$ cat config.mk
export PLATFORM = sky130hd
export DESIGN_NAME = tcm_boot_loader_flat
export DESIGN_NICKNAME = d
export VERILOG_FILES = /design/src/rtl/tcm_boot_pkg.sv /design/src/rtl/tcm_boot_loader_if.sv /design/src/rtl/tcm_boot_loader.sv /design/src/flat_wrapper.sv
export SDC_FILE = /design/constraint.sdc
export NUM_CORES = 1
export LEC_CHECK = 0
export ABC_AREA = 1
export BUFFER_PORTS_ARGS = -buffer_cell sky130_fd_sc_hd__buf_2
export CAP_MARGIN = 40
export CORE_AREA = 2 2 99 101
export DETAILED_ROUTE_END_ITERATION = 10
export DIE_AREA = 0 0 101 103
export PLACE_DENSITY = 0.74
export SLEW_MARGIN = 25
export SYNTH_ARGS = -nofsm -noshare
export SYNTH_HDL_FRONTEND = slang
export SYNTH_SLANG_ARGS = --single-unit
$ cat constraint.sdc
create_clock -name clk_i -period 1.6 [get_ports clk_i]
set_input_delay 0.16 -clock clk_i [delete_from_list [all_inputs] [get_ports clk_i]]
set_output_delay 0.16 -clock clk_i [all_outputs]
set_load 0.05 [all_outputs]
$ cat src/rtl/tcm_boot_pkg.sv
// Shared types and defaults for the TCM instruction boot loader.
// Holds the session state enum, the load-beat payload and the window check.
package tcm_boot_pkg;

    localparam int unsigned ADDR_W = 32;
    localparam int unsigned DATA_W = 32;
    localparam int unsigned CNT_W  = 15;
    localparam int unsigned WE_W   = 4;

    localparam logic [ADDR_W-1:0] TCM_BASE_DEF   = 32'h0000_0000;
    localparam logic [ADDR_W-1:0] TCM_SIZE_DEF   = 32'h0001_0000;
    localparam int unsigned       MAX_WORDS_DEF  = 16384;
    localparam int unsigned       RST_CYCLES_DEF = 4;

    localparam logic [WE_W-1:0] WE_FULL = 4'hf;

    typedef enum logic [2:0] {
        ST_IDLE    = 3'd0,
        ST_LOAD    = 3'd1,
        ST_RELEASE = 3'd2,
        ST_RUN     = 3'd3,
        ST_ERR     = 3'd4
    } boot_state_e;

    typedef struct packed {
        logic [ADDR_W-1:0] addr;
        logic [DATA_W-1:0] data;
        logic              last;
    } ld_beat_t;

    // Offset taken in ADDR_W+1 bits so an address below base shows up as a borrow.
    function automatic logic in_window(input logic [ADDR_W-1:0] addr,
                                       input logic [ADDR_W-1:0] base,
                                       input logic [ADDR_W-1:0] size);
        logic [ADDR_W:0] off;
        off = {1'b0, addr} - {1'b0, base};
        return !off[ADDR_W] && (off[ADDR_W-1:0] < size);
    endfunction

endpackage

$ cat src/rtl/tcm_boot_loader_if.sv
// Valid/ready load stream carrying (addr, data, last) beats from the boot source.
interface tcm_boot_loader_if;

    logic                  valid;
    logic                  ready;
    tcm_boot_pkg::ld_beat_t beat;

    modport master (
        output valid,
        output beat,
        input  ready
    );

    modport slave (
        input  valid,
        input  beat,
        output ready
    );

endinterface

$ cat src/rtl/tcm_boot_loader.sv
// Preloads the TCM instruction port from a valid/ready beat stream, then
// holds the core in reset for a fixed count before letting it run.
module tcm_boot_loader
    import tcm_boot_pkg::*;
#(
    parameter logic [ADDR_W-1:0] TCM_BASE   = TCM_BASE_DEF,
    parameter logic [ADDR_W-1:0] TCM_SIZE   = TCM_SIZE_DEF,
    parameter int unsigned       MAX_WORDS  = MAX_WORDS_DEF,
    parameter int unsigned       RST_CYCLES = RST_CYCLES_DEF
) (
    input  logic              clk_i,
    input  logic              rst_i,
    input  logic              start_i,
    tcm_boot_loader_if.slave  ld,
    output logic [WE_W-1:0]   tb_inst_we_o,
    output logic [ADDR_W-1:0] tb_inst_addr_o,
    output logic [DATA_W-1:0] tb_inst_data_o,
    output logic              rst_cpu_o,
    output logic              busy_o,
    output logic              done_o,
    output logic              err_o,
    output logic [CNT_W-1:0]  word_cnt_o
);

    localparam int unsigned REL_W = $clog2(RST_CYCLES + 1);

    boot_state_e state_q, state_d;

    logic              beat_ok;
    logic              beat_good;
    logic              sess_clr;
    logic              ready_d, rst_cpu_d, busy_d, done_d, err_d;

    logic [WE_W-1:0]   we_q;
    logic [ADDR_W-1:0] addr_q;
    logic [DATA_W-1:0] data_q;
    logic [CNT_W-1:0]  cnt_q;
    logic [REL_W-1:0]  rel_q;
    logic              ready_q, rst_cpu_q, busy_q, done_q, err_q;

    // State register
    always_ff @(posedge clk_i or negedge rst_i) begin
        if (!rst_i) begin
            state_q <= ST_IDLE;
        end else begin
            state_q <= state_d;
        end
    end

    // Next-state and next-output decode
    always_comb begin
        state_d   = state_q;
        beat_good = 1'b0;
        sess_clr  = 1'b0;
        beat_ok   = (ld.beat.addr[1:0] == 2'b00)
                  && in_window(ld.beat.addr, TCM_BASE, TCM_SIZE)
                  && (cnt_q != CNT_W'(MAX_WORDS));

        case (state_q)
            ST_IDLE, ST_RUN, ST_ERR: begin
                if (start_i) begin
                    state_d  = ST_LOAD;
                    sess_clr = 1'b1;
                end
            end
            ST_LOAD: begin
                // ready_q is high throughout LOAD, so valid alone marks an accept
                if (ld.valid && ready_q) begin
                    if (beat_ok) begin
                        beat_good = 1'b1;
                        if (ld.beat.last) begin
                            state_d = ST_RELEASE;
                        end
                    end else begin
                        state_d = ST_ERR;
                    end
                end
            end
            ST_RELEASE: begin
                if (rel_q == REL_W'(RST_CYCLES)) begin
                    state_d = ST_RUN;
                end
            end
            default: begin
                state_d = ST_IDLE;
            end
        endcase

        ready_d   = (state_d == ST_LOAD);
        rst_cpu_d = (state_d != ST_RUN);
        busy_d    = (state_d == ST_LOAD) || (state_d == ST_RELEASE);
        done_d    = (state_d == ST_RUN);
        err_d     = (state_d == ST_ERR);
    end

    // Write stage, counters and registered status
    always_ff @(posedge clk_i or negedge rst_i) begin
        if (!rst_i) begin
            we_q      <= '0;
            addr_q    <= '0;
            data_q    <= '0;
            cnt_q     <= '0;
            rel_q     <= '0;
            ready_q   <= 1'b0;
            rst_cpu_q <= 1'b1;
            busy_q    <= 1'b0;
            done_q    <= 1'b0;
            err_q     <= 1'b0;
        end else begin
            we_q <= beat_good ? WE_FULL : '0;
            if (beat_good) begin
                addr_q <= ld.beat.addr;
                data_q <= ld.beat.data;
            end

            if (sess_clr) begin
                cnt_q <= '0;
            end else if (beat_good) begin
                cnt_q <= cnt_q + CNT_W'(1);
            end

            // Zero on the first RELEASE cycle (the final strobe), then counts the hold cycles
            rel_q <= (state_q == ST_RELEASE) ? rel_q + REL_W'(1) : '0;

            ready_q   <= ready_d;
            rst_cpu_q <= rst_cpu_d;
            busy_q    <= busy_d;
            done_q    <= done_d;
            err_q     <= err_d;
        end
    end

    assign ld.ready       = ready_q;
    assign tb_inst_we_o   = we_q;
    assign tb_inst_addr_o = addr_q;
    assign tb_inst_data_o = data_q;
    assign rst_cpu_o      = rst_cpu_q;
    assign busy_o         = busy_q;
    assign done_o         = done_q;
    assign err_o          = err_q;
    assign word_cnt_o     = cnt_q;

endmodule

$ cat src/flat_wrapper.sv
// flat-port wrapper written by rule: the top's interface ports become plain ports
module tcm_boot_loader_flat import tcm_boot_pkg::*;
#(
    parameter logic [ADDR_W-1:0] TCM_BASE   = TCM_BASE_DEF,
    parameter logic [ADDR_W-1:0] TCM_SIZE   = TCM_SIZE_DEF,
    parameter int unsigned       MAX_WORDS  = MAX_WORDS_DEF,
    parameter int unsigned       RST_CYCLES = RST_CYCLES_DEF
)
  (clk_i, rst_i, start_i, tb_inst_we_o, tb_inst_addr_o, tb_inst_data_o, rst_cpu_o, busy_o, done_o, err_o, word_cnt_o, ld_valid, ld_beat, ld_ready);
  tcm_boot_loader_if ld_i ();
  input  logic clk_i;
  input  logic rst_i;
  input  logic start_i;
  output logic [WE_W-1:0] tb_inst_we_o;
  output logic [ADDR_W-1:0] tb_inst_addr_o;
  output logic [DATA_W-1:0] tb_inst_data_o;
  output logic rst_cpu_o;
  output logic busy_o;
  output logic done_o;
  output logic err_o;
  output logic [CNT_W-1:0] word_cnt_o;
  input wire logic [$bits(ld_i.valid)-1:0] ld_valid;
  input wire logic [$bits(ld_i.beat)-1:0] ld_beat;
  output wire logic [$bits(ld_i.ready)-1:0] ld_ready;
  assign ld_i.valid = ld_valid;
  assign ld_i.beat = ld_beat;
  assign ld_ready = ld_i.ready;
  tcm_boot_loader #(.TCM_BASE(TCM_BASE), .TCM_SIZE(TCM_SIZE), .MAX_WORDS(MAX_WORDS), .RST_CYCLES(RST_CYCLES)) u_core (.clk_i(clk_i), .rst_i(rst_i), .start_i(start_i), .ld(ld_i), .tb_inst_we_o(tb_inst_we_o), .tb_inst_addr_o(tb_inst_addr_o), .tb_inst_data_o(tb_inst_data_o), .rst_cpu_o(rst_cpu_o), .busy_o(busy_o), .done_o(done_o), .err_o(err_o), .word_cnt_o(word_cnt_o));
endmodule
==> results of run 1 <==
-- layout make-up --
cell class	instances	area, sq um
clock inverter	5	85.1
clock buffer	10	138
timing repair buffer	210	1370
multi-input combinational	321	1510
sequential	91	2280
fill	863	3720
inverter	54	205
tap	114	143
-- logic make-up after synthesis --
kind of cell | count (synthesis)
simple gates | 285
flops | 91
buf+inv | 72
compound gates | 26
xor+xnor | 6
fa+ha+maj | 4
-- routing by layer --
layer / vias to the layer above / part of all wire
met1: 1718 / 0.43
met4: 0 / 0.0029
met2: 102 / 0.52
met5: - / 0
met3: 4 / 0.050
li1: 1878 / -
-- through the flow --
step                      cell area [sq um]  setup TNS (ns)  utilization  std cells
after floorplan                        4050           -6.03            -        484
after global placement                 5130               0        0.542        762
after detailed placement               5130               0        0.542        762
after CTS                              5610               0        0.593        803
after global routing                   5740           -2.23        0.606        805
final                                  5740               0        0.606        805
-- sequential cells by signal, indices dropped and copies added (netlist names) --
name                   cells
u_core.tb_inst_data_o     32
u_core.ld.ready            1
u_core.done_o              1
u_core.rel_q               3
u_core.tb_inst_addr_o     32
u_core.tb_inst_we_o        1
u_core.state_q             3
u_core.rst_cpu_o           1
u_core.busy_o              1
u_core.err_o               1
u_core.word_cnt_o         15
-- where the power goes --
group          switching (mW)  internal (mW)  total, mW
clock network           0.793          0.926       1.72
logic                   0.432          0.235      0.667
registers              0.0471           2.36       2.40
-- Yosys cell counts (3+ instances only) --
cell type | number | share of area
nand2_1 | 204 | 0.19
dfrtp_1 | 90 | 0.56
inv_1 | 51 | 0.048
nor2_1 | 42 | 0.039
nand3_1 | 22 | 0.028
o21ai_0 | 17 | 0.021
buf_4 | 10 | 0.019
nor3_1 | 8 | 0.010
xor2_1 | 5 | 0.011
a21oi_1 | 4 | 0.0050
buf_2 | 4 | 0.0050
ha_1 | 4 | 0.013
inv_2 | 3 | 0.0028
-- worst min path at each step --
stage,depth (start not counted),to,from,slack [ns]
after global routing,3,u_core.tb_inst_data_o[4]$_DFFE_PN0P_,ld_beat[5],0.006
after detailed placement,1,u_core.tb_inst_data_o[19]$_DFFE_PN0P_,rst_i,0.12
after global placement,1,u_core.tb_inst_data_o[23]$_DFFE_PN0P_,rst_i,0.11
final,3,u_core.tb_inst_data_o[21]$_DFFE_PN0P_,ld_beat[22],0.03
after CTS,3,u_core.tb_inst_data_o[21]$_DFFE_PN0P_,ld_beat[22],0.00008
after floorplan,0,u_core.busy_o$_DFF_PN0_,rst_i,-0.14
-- worst max-delay path, stage by stage, from the launching register on --
cell,delay [ns]
dfrtp_2,0.41
inv_2,0.08
ha_4,0.13
nand2_2,0.05
inv_2,0.04
nand2_1,0.04
nor2_1,0.10
nand2_2,0.09
nand4_4,0.11
buf_12,0.17
clkbuf_16,0.17
nand2_1,0.05
nand2_1,0.06
-- timing repair --
| item | 4_1_cts | 5_1_grt |
|---|---|---|
| cloned | 0 | 1 |
| buffers inserted | 2 | 0 |
| endpoints found under the setup margin | 1 | 84 |
| pin swaps | 0 | 1 |
| hold endpoints to repair | 49 | 1 |
| hold buffers | 24 | 1 |
| gates resized for setup | 0 | 34 |
==> out/results.ini, run 1 <==
[logic_synthesis]
synth_top_family_by_area = simple AND/OR/NAND/NOR gates
synth_compound_area_frac = 0.0351
ys_async_sr_fraction = 1.00
yosysUniqueCellTypes = 28
synthAdderAreaFrac = 0.0125
synth_edf_count = 0
syn_avg_cell_area_sq_um = 8.25
syn_inst = 484
yosysWarningCount = 0
synth_mux_area_frac = 0
ys_seq_elements = 91
synthXorXnorAreaFrac = 0.0132
netlist_area_sq_mm = 0.00399
synth_nets = 557
postSynth.topFlopCell = dfrtp_1
synth-simple-area-share = 0.287
ys_seq_area_frac = 0.570

[die]
start_util = 0.422
num_rows = 36
die-area_sq_mm = 0.0104
fp.dieW_um = 101
ios = 157
die_h_um = 103
core-area_sq_mm = 0.00946

[timing]
rsz0062_at_grt = yes
holdWs_ns = 0.0260
hold_viol_final = 0
fmax_mhz = 644
finalSetupViolCount = 0
max-slew-margin-rel = 0.744
skew_ns = 0.0195
tightest_slew_ns = 0.383
period_minus_slack_ns = 1.55
slew_violations = 0
setup_slack_ns = 0.0481
post-route-period-util = 0.970

[cts]
cts_buffer_depth = 2
clkTransAtPathRegs_ns = 0.09
htreeDepth = 3
cts_num_sinks = 91
insertion_delay_ns = 0.34
cts_inserted_buffers = 9
cts_tree = built
cts-root-buf = clkbuf_8

[setup_path]
crit_start = u_core.word_cnt_o[1]$_DFFE_PN0P_
start_kind = flip-flop
path_max_fanout = 13
crit_end = u_core.tb_inst_addr_o[12]$_DFFE_PN0P_
arrival_ns = 1.83
r2r_start = u_core.word_cnt_o[1]$_DFFE_PN0P_
r2r-end = u_core.tb_inst_addr_o[12]$_DFFE_PN0P_
critPathRequiredTime_ns = 1.87
worstSetupEndpointType = flip-flop
reg2reg_slack_ns = 0.05
r2r_cells = 12
crit_type = flip-flop to flip-flop

[grt]
grt_util_met2 = 0.349
grt_use_met1 = 0.232
gr-usage-all-layers = 0.192
grt_max_degree = 38
use_met3 = 0.0420
grt.busiest_layer = met2
grt_pass1_vias = 3639
grt_antenna_before_repair = 0
grt_overflow_total = 0
grt_pass1_wl_um = 16000

[layout]
layout_commonest_cell = nand2_1
synthToLayoutAreaGrowth_pct = 43.6
drive_gt1_frac = 0.356
nets = 760
final_cell_mix = nand2_1, buf_2, dfrtp_1, inv_1, nor2_1
diodes = 0

[detailed_routing]
dr.pass1.iters = 4
drt.antenna.violating_nets = 0
num_vias = 3702
drc = 0
post_drt_wl_per_cell_um = 12.3
drt-total-wl_um = 9910
drt-initial-drc-count = 140
vias_per_cell = 4.60

[min_path]
hold_class = input port to flip-flop

[power]
power_density_mw_per_mm2 = 835
p_leak_nw = 3.46
p_total_mw = 4.79
ir_drop_uv = 545

[placement]
numPortBuffers = 156
gp_congestion = 0.913
preCtsSetupSlack_ns = 0.0118
place_hpwl_um = 7170

[run]
max-cap-violations = 0

[outcome]
status = completed

(Power assumes the default switching activity.)
==> inputs of run 2 (changes only) <==
- ABC_AREA: 1 -> default
- CORE_AREA: 2 2 99 101 -> 2 2 97 99
- DIE_AREA: 0 0 101 103 -> 0 0 99 101
- PLACE_DENSITY: 0.74 -> 0.73
==> out/results.ini, run 2 <==
[outcome]
status = finished with violations
violations = negative setup slack

[layout]
fill_cells = 754  ; -13%
layout_commonest_cell = buf_2
utilization = 0.591  ; -0.0150
diodes = 0  ; unchanged
drive_gt1_frac = 0.603  ; +0.247
synthToLayoutAreaGrowth_pct = 42.5
final_cell_mix = buf_2, dfrtp_1, mux2_2, buf_4, and2_1
nets = 559  ; -26%

[logic_synthesis]
netlist_area_sq_mm = 0.00373  ; -6.7%
synth_common_cells = dfrtp_1, mux2_2, and2_1
yosysUniqueCellTypes = 39  ; +39%
ys_seq_area_frac = 0.611  ; +0.0410
syn_avg_cell_area_sq_um = 12.8  ; +55%
ys_async_sr_fraction = 1.00  ; unchanged
syn_inst = 292  ; -40%
synth_edf_count = 0  ; unchanged
ys_seq_elements = 91  ; unchanged
synth.top_cell.area_share = 0.604  ; +0.0405
yosysWarningCount = 0  ; unchanged
synth_top_cell_by_area = dfrtp_1
synth_most_common_cell = dfrtp_1
yosys-top-cells-area = dfrtp_1, mux2_2, and2_1
postSynth.topFlopCell = dfrtp_1
synth_nets = 365  ; -34%

[timing]
finalSetupViolCount = 87  ; +87
fmax_mhz = 546  ; -15%
tightest_slew_ns = 0.557  ; +0.174 ns
slew_violations = 0  ; unchanged
post-route-period-util = 1.14  ; +0.175
max-slew-margin-rel = 0.623  ; -0.121
skew_ns = 0.0170  ; -0.00250 ns
setup_slack_ns = -0.232  ; -0.280 ns
hold_viol_final = 0  ; unchanged
rsz0062_at_grt = yes
holdWs_ns = 0.0278  ; +0.00179 ns
period_minus_slack_ns = 1.83  ; +0.280 ns

[grt]
grt_overflow_total = 0  ; unchanged
grt_max_degree = 45  ; +18%
grt_pass1_vias = 2901  ; -20%
grt_pass1_wl_um = 13800  ; -14%
grt_antenna_before_repair = 0  ; unchanged
gr-usage-all-layers = 0.172  ; -0.0199

[power]
p_leak_nw = 2.87  ; -17%
ir_drop_uv = 513  ; -5.9%
power_density_mw_per_mm2 = 813  ; -2.6%

[die]
num_rows = 35  ; -2.8%
start_util = 0.415  ; -0.00717
fp.dieW_um = 99  ; -2.0%
die-area_sq_mm = 0.0100  ; -3.9%
core-area_sq_mm = 0.00898  ; -5.1%
ios = 157  ; unchanged
die_h_um = 101  ; -1.9%

[placement]
numPortBuffers = 156  ; unchanged
place_hpwl_um = 6650  ; -7.3%
preCtsSetupSlack_ns = -0.402  ; -0.414 ns
gp_congestion = 0.793  ; -13%

[setup_path]
arrival_ns = 2.07  ; +0.24 ns
crit_type = flip-flop to flip-flop
path_max_fanout = 16  ; +3
start_kind = flip-flop
critPathRequiredTime_ns = 1.84  ; -0.03 ns
worstSetupEndpointType = flip-flop

[cts]
insertion_delay_ns = 0.35  ; about the same
cts_inserted_buffers = 9  ; unchanged
cts_tree = built
htreeDepth = 3  ; unchanged
cts-root-buf = clkbuf_8
cts_buffer_depth = 2  ; unchanged
clkTransAtPathRegs_ns = 0.10  ; about the same
cts_num_sinks = 91  ; unchanged

[detailed_routing]
post_drt_wl_per_cell_um = 14.7  ; +19%
drt-initial-drc-count = 68  ; -51%
drt-total-wl_um = 8860  ; -11%
num_vias = 2948  ; -20%
drt.antenna.violating_nets = 0  ; unchanged
drc = 0  ; unchanged
dr.pass1.iters = 4  ; unchanged
vias_per_cell = 4.90  ; +6.5%

[min_path]
hold_class = input port to flip-flop

[run]
max-cap-violations = 0  ; unchanged

[run 2: changes by cell type after synthesis, sizes merged, moves of 18 or more]
| cell | previous run | this run |
|---|---|---|
| nand3 | 23 | 5 |
| and2 | 0 | 21 |
| inv | 54 | 8 |
| mux2 | 0 | 46 |
| nor2 | 43 | 15 |
| nand2 | 205 | 13 |
[run 2: kinds of logic (layout without fill, tap and decap cells)]
logic type,count (synthesis),count (layout),share of synthesized area
flip-flops,91,91,0.611
AND/OR/NAND/NOR,91,91,0.145
multiplexers,47,47,0.142
AO/OA/AOI/OAI,33,33,0.0507
buffers and inverters,23,222,0.0309
adder cells (fa/ha/maj),4,4,0.0134
XOR/XNOR,3,3,0.00705
[run 2: layer usage]
layer  up-vias  wire length [um]  global-route usage
li1       1408                 -                   -
met2       111              4490               0.288
met4         0               127              0.0590
met5         -                 0                   0
met3        14               571              0.0381
met1      1415              3670               0.221
[run 2: what timing repair did]
action,CTS,global route
setup endpoints to repair,88,88
endpoints found under the hold margin,59,0
gates cloned,0,1
buffers inserted,0,1
hold buffers,1,0
gates resized for setup,8,21
pin swaps,3,8
[run 2: layout make-up]
cell class / instances / area [sq um] / area share
Clock buffer: 9 / 124 / 0.0233
Multi-Input combinational cell: 178 / 1500 / 0.283
Timing Repair Buffer: 198 / 1170 / 0.220
Sequential cell: 91 / 2290 / 0.432
Tap cell: 111 / 139 / 0.0262
Clock inverter: 7 / 52.6 / 0.00990
Inverter: 8 / 35.0 / 0.00660
[run 2: worst max-delay path, cell delays in order (launching register included)]
cell	delay, ns
dfrtp_2	0.44
nor4b_4	0.33
nand4_1	0.22
nand4_4	0.20
inv_6	0.07
buf_12	0.16
mux2_4	0.30
[run 2: final timing paths]
check	startpoint	to	slack, ns	depth (start not counted)
setup / recovery	u_core.word_cnt_o[6]$_DFFE_PN0P_	u_core.tb_inst_data_o[6]$_DFFE_PN0P_	-0.23	6
hold / removal	ld_beat[3]	u_core.tb_inst_data_o[2]$_DFFE_PN0P_	0.03	2
setup reg to reg	u_core.word_cnt_o[6]$_DFFE_PN0P_	u_core.tb_inst_data_o[6]$_DFFE_PN0P_	-0.23	6
hold reg to reg	u_core.rel_q[0]$_DFF_PN0_	u_core.rel_q[0]$_DFF_PN0_	0.47	1
max in group asynchronous	rst_i	u_core.rst_cpu_o$_DFF_PN1_	0.80	3
min in group asynchronous	rst_i	u_core.tb_inst_addr_o[15]$_DFFE_PN0P_	0.23	2
[run 2: power breakdown]
part,internal (mW),switching [mW],leakage (nW)
Clock,0.572,0.833,0.0831
Sequential,2.34,0.0189,1.24
Combinational,0.223,0.333,1.55
Total,3.13,1.19,2.87
[run 2: stage by stage]
stage | instances | TNS (ns) | instance area (sq um) | total power [mW]
2_1_floorplan | 292 | -24.31 | 3850 | 2.65
3_3_place_gp | 585 | -21.98 | 4970 | 2.92
3_5_place_dp | 585 | -27.93 | 4970 | 2.93
4_1_cts | 600 | -11.95 | 5190 | 4.35
5_1_grt | 602 | -20.31 | 5310 | 4.52
6_report | 602 | -12.42 | 5310 | 4.32
==> inputs of run 3 (changes only) <==
- SKIP_LAST_GASP: default -> 1
==> out/results.ini, run 3 (synthesis results as in run 2) <==
[outcome]
status = finished with violations
violations = negative setup slack

[setup_path]
crit_type = flip-flop to flip-flop
start_kind = flip-flop
crit_family = simple AND/OR/NAND/NOR gates
worstSetupEndpointType = flip-flop
critPathRequiredTime_ns = 1.84  ; about the same
path_max_fanout = 16  ; unchanged
cp_cell_sequence = nor4b_4, nand4_1, nand4_4, inv_4, buf_12, mux2_4
critPathBufInv = 2  ; unchanged
cpPeakStageDelay_ns = 0.44  ; about the same
crit_path_top_delay_cell = dfrtp_2
arrival_ns = 2.07  ; about the same
reg2reg_slack_ns = -0.24  ; about the same

[layout]
multi_input_area_sq_mm = 0.00148  ; -1.5%
register_area_sq_mm = 0.00229  ; unchanged
synthToLayoutAreaGrowth_pct = 41.8
final_cells = 602  ; unchanged
utilization = 0.589  ; -0.00279
layout_commonest_cell = buf_2
nets = 559  ; unchanged
drive_gt1_frac = 0.597  ; -0.00611
final_cell_mix = buf_2, dfrtp_1, mux2_2, buf_4, and2_1
fill_cells = 760  ; +0.80%
diodes = 0  ; unchanged

[power]
ir_drop_uv = 512  ; -0.13%
swShare = 0.274  ; about the same
p_leak_nw = 2.87  ; -0.18%
sequentialPowerShare = 0.546  ; about the same
power.switching_mw = 1.19  ; about the same
pwr-share-clk = 0.325  ; about the same
comb_power_share = 0.129  ; about the same
power_density_mw_per_mm2 = 817  ; +0.48%
p_int_mw = 3.13  ; unchanged

[placement]
dp.cells = 585  ; unchanged
preCtsSetupSlack_ns = -0.402  ; unchanged
gp_congestion = 0.793  ; unchanged
place_hpwl_um = 6650  ; unchanged
numPortBuffers = 156  ; unchanged

[cts]
cts-root-buf = clkbuf_8
cts_buffer_depth = 2  ; unchanged
cts_num_sinks = 91  ; unchanged
cts_tree = built
clkTransAtPathRegs_ns = 0.10  ; about the same
cts_inserted_buffers = 9  ; unchanged
insertion_delay_ns = 0.35  ; about the same
htreeDepth = 3  ; unchanged

[timing]
tightest_slew_ns = 0.557  ; +0.00000292 ns
rsz0062_at_grt = yes
holdWs_ns = 0.0277  ; -0.000152 ns
slew_violations = 0  ; unchanged
post-route-period-util = 1.15  ; +0.00414
finalSetupViolCount = 77  ; -11%
setup_slack_ns = -0.239  ; -0.00663 ns
period_minus_slack_ns = 1.84  ; +0.00663 ns
max-slew-margin-rel = 0.623  ; about the same
hold_viol_final = 0  ; unchanged
fmax_mhz = 544  ; -0.36%
skew_ns = 0.0170  ; unchanged

[die]
ios = 157  ; unchanged
num_rows = 35  ; unchanged
die_h_um = 101  ; unchanged
start_util = 0.415  ; unchanged
die-area_sq_mm = 0.0100  ; unchanged
fp.dieW_um = 99  ; unchanged
core-area_sq_mm = 0.00898  ; unchanged

[detailed_routing]
drt-total-wl_um = 8820  ; -0.43%
drt-initial-drc-count = 70  ; +2.9%
dr.pass1.iters = 4  ; unchanged
vias_per_cell = 4.89  ; -0.24%
post_drt_wl_per_cell_um = 14.6  ; -0.43%
drt.antenna.violating_nets = 0  ; unchanged
drc = 0  ; unchanged
num_vias = 2941  ; -0.24%

[min_path]
hold_class = input port to flip-flop

[grt]
grt_overflow_total = 0  ; unchanged
grt_pass1_vias = 2901  ; unchanged
grt_antenna_before_repair = 0  ; unchanged
gr-usage-all-layers = 0.172  ; unchanged
grt_max_degree = 45  ; unchanged
grt_pass1_wl_um = 13800  ; unchanged

[run]
max-cap-violations = 0  ; unchanged

==> run 3: changes by cell type in the layout (fill, tap and decap cells not counted) <==
cell / delta
inv_6: -1
ha_4: -1
inv_4: +1
o31ai_1: +1
or4_1: +2
o31ai_2: -1
ha_2: +1
or4_4: -2
==> run 3: worst paths after layout <==
path | from | endpoint | cells past startpoint
min in group asynchronous | rst_i | u_core.tb_inst_addr_o[15]$_DFFE_PN0P_ | 2
max in group asynchronous | rst_i | u_core.rst_cpu_o$_DFF_PN1_ | 3
worst min-delay path | ld_beat[3] | u_core.tb_inst_data_o[2]$_DFFE_PN0P_ | 2
worst max-delay path | u_core.word_cnt_o[6]$_DFFE_PN0P_ | u_core.tb_inst_data_o[6]$_DFFE_PN0P_ | 6
worst min register to register | u_core.rel_q[0]$_DFF_PN0_ | u_core.rel_q[0]$_DFF_PN0_ | 1
worst max register to register | u_core.word_cnt_o[6]$_DFFE_PN0P_ | u_core.tb_inst_data_o[6]$_DFFE_PN0P_ | 6
==> run 3: power by group through the flow <==
stage               combinational [mW]  sequential [mW]  clock, mW
global placement                 0.518             2.40          0
detailed placement               0.525             2.40          0
floorplan                        0.149             2.50          0
global route                     0.611             2.36       1.55
CTS                              0.533             2.36       1.46
finish                           0.556             2.36       1.41
==> run 3: metal layers <==
layer,vias to the layer above,wire length (um),part of all wire,global-route usage
met2,101,4500,0.51,0.288
met5,-,0,0,0
met4,0,126,0.014,0.0590
met3,14,533,0.060,0.0381
li1,1408,-,-,-
met1,1418,3660,0.41,0.221
==> run 3: area by class of cell <==
| type | instances | share of cell area |
|---|---|---|
| clock buffers | 9 | 0.0234 |
| clock inverters | 7 | 0.00994 |
| inverters | 8 | 0.00616 |
| multi-input cells | 178 | 0.280 |
| flip-flops and latches | 91 | 0.434 |
| well taps | 111 | 0.0263 |
| repair buffers | 198 | 0.221 |
==> run 3: through the flow <==
step	instance area, sq um	power (mW)	setup TNS (ns)
2_1_floorplan	3850	2.65	-24.31
3_3_place_gp	4970	2.92	-21.98
3_5_place_dp	4970	2.93	-27.93
4_1_cts	5190	4.35	-11.95
5_1_grt	5290	4.52	-20.51
6_report	5290	4.32	-12.48
==> run 3: timing repair <==
item,4_1_cts,5_1_grt
setup buffers,0,1
gates resized for setup,8,16
hold buffers,1,0
setup endpoints to repair,88,88
pin swaps,3,7
endpoints found under the hold margin,59,0
gates cloned,0,1
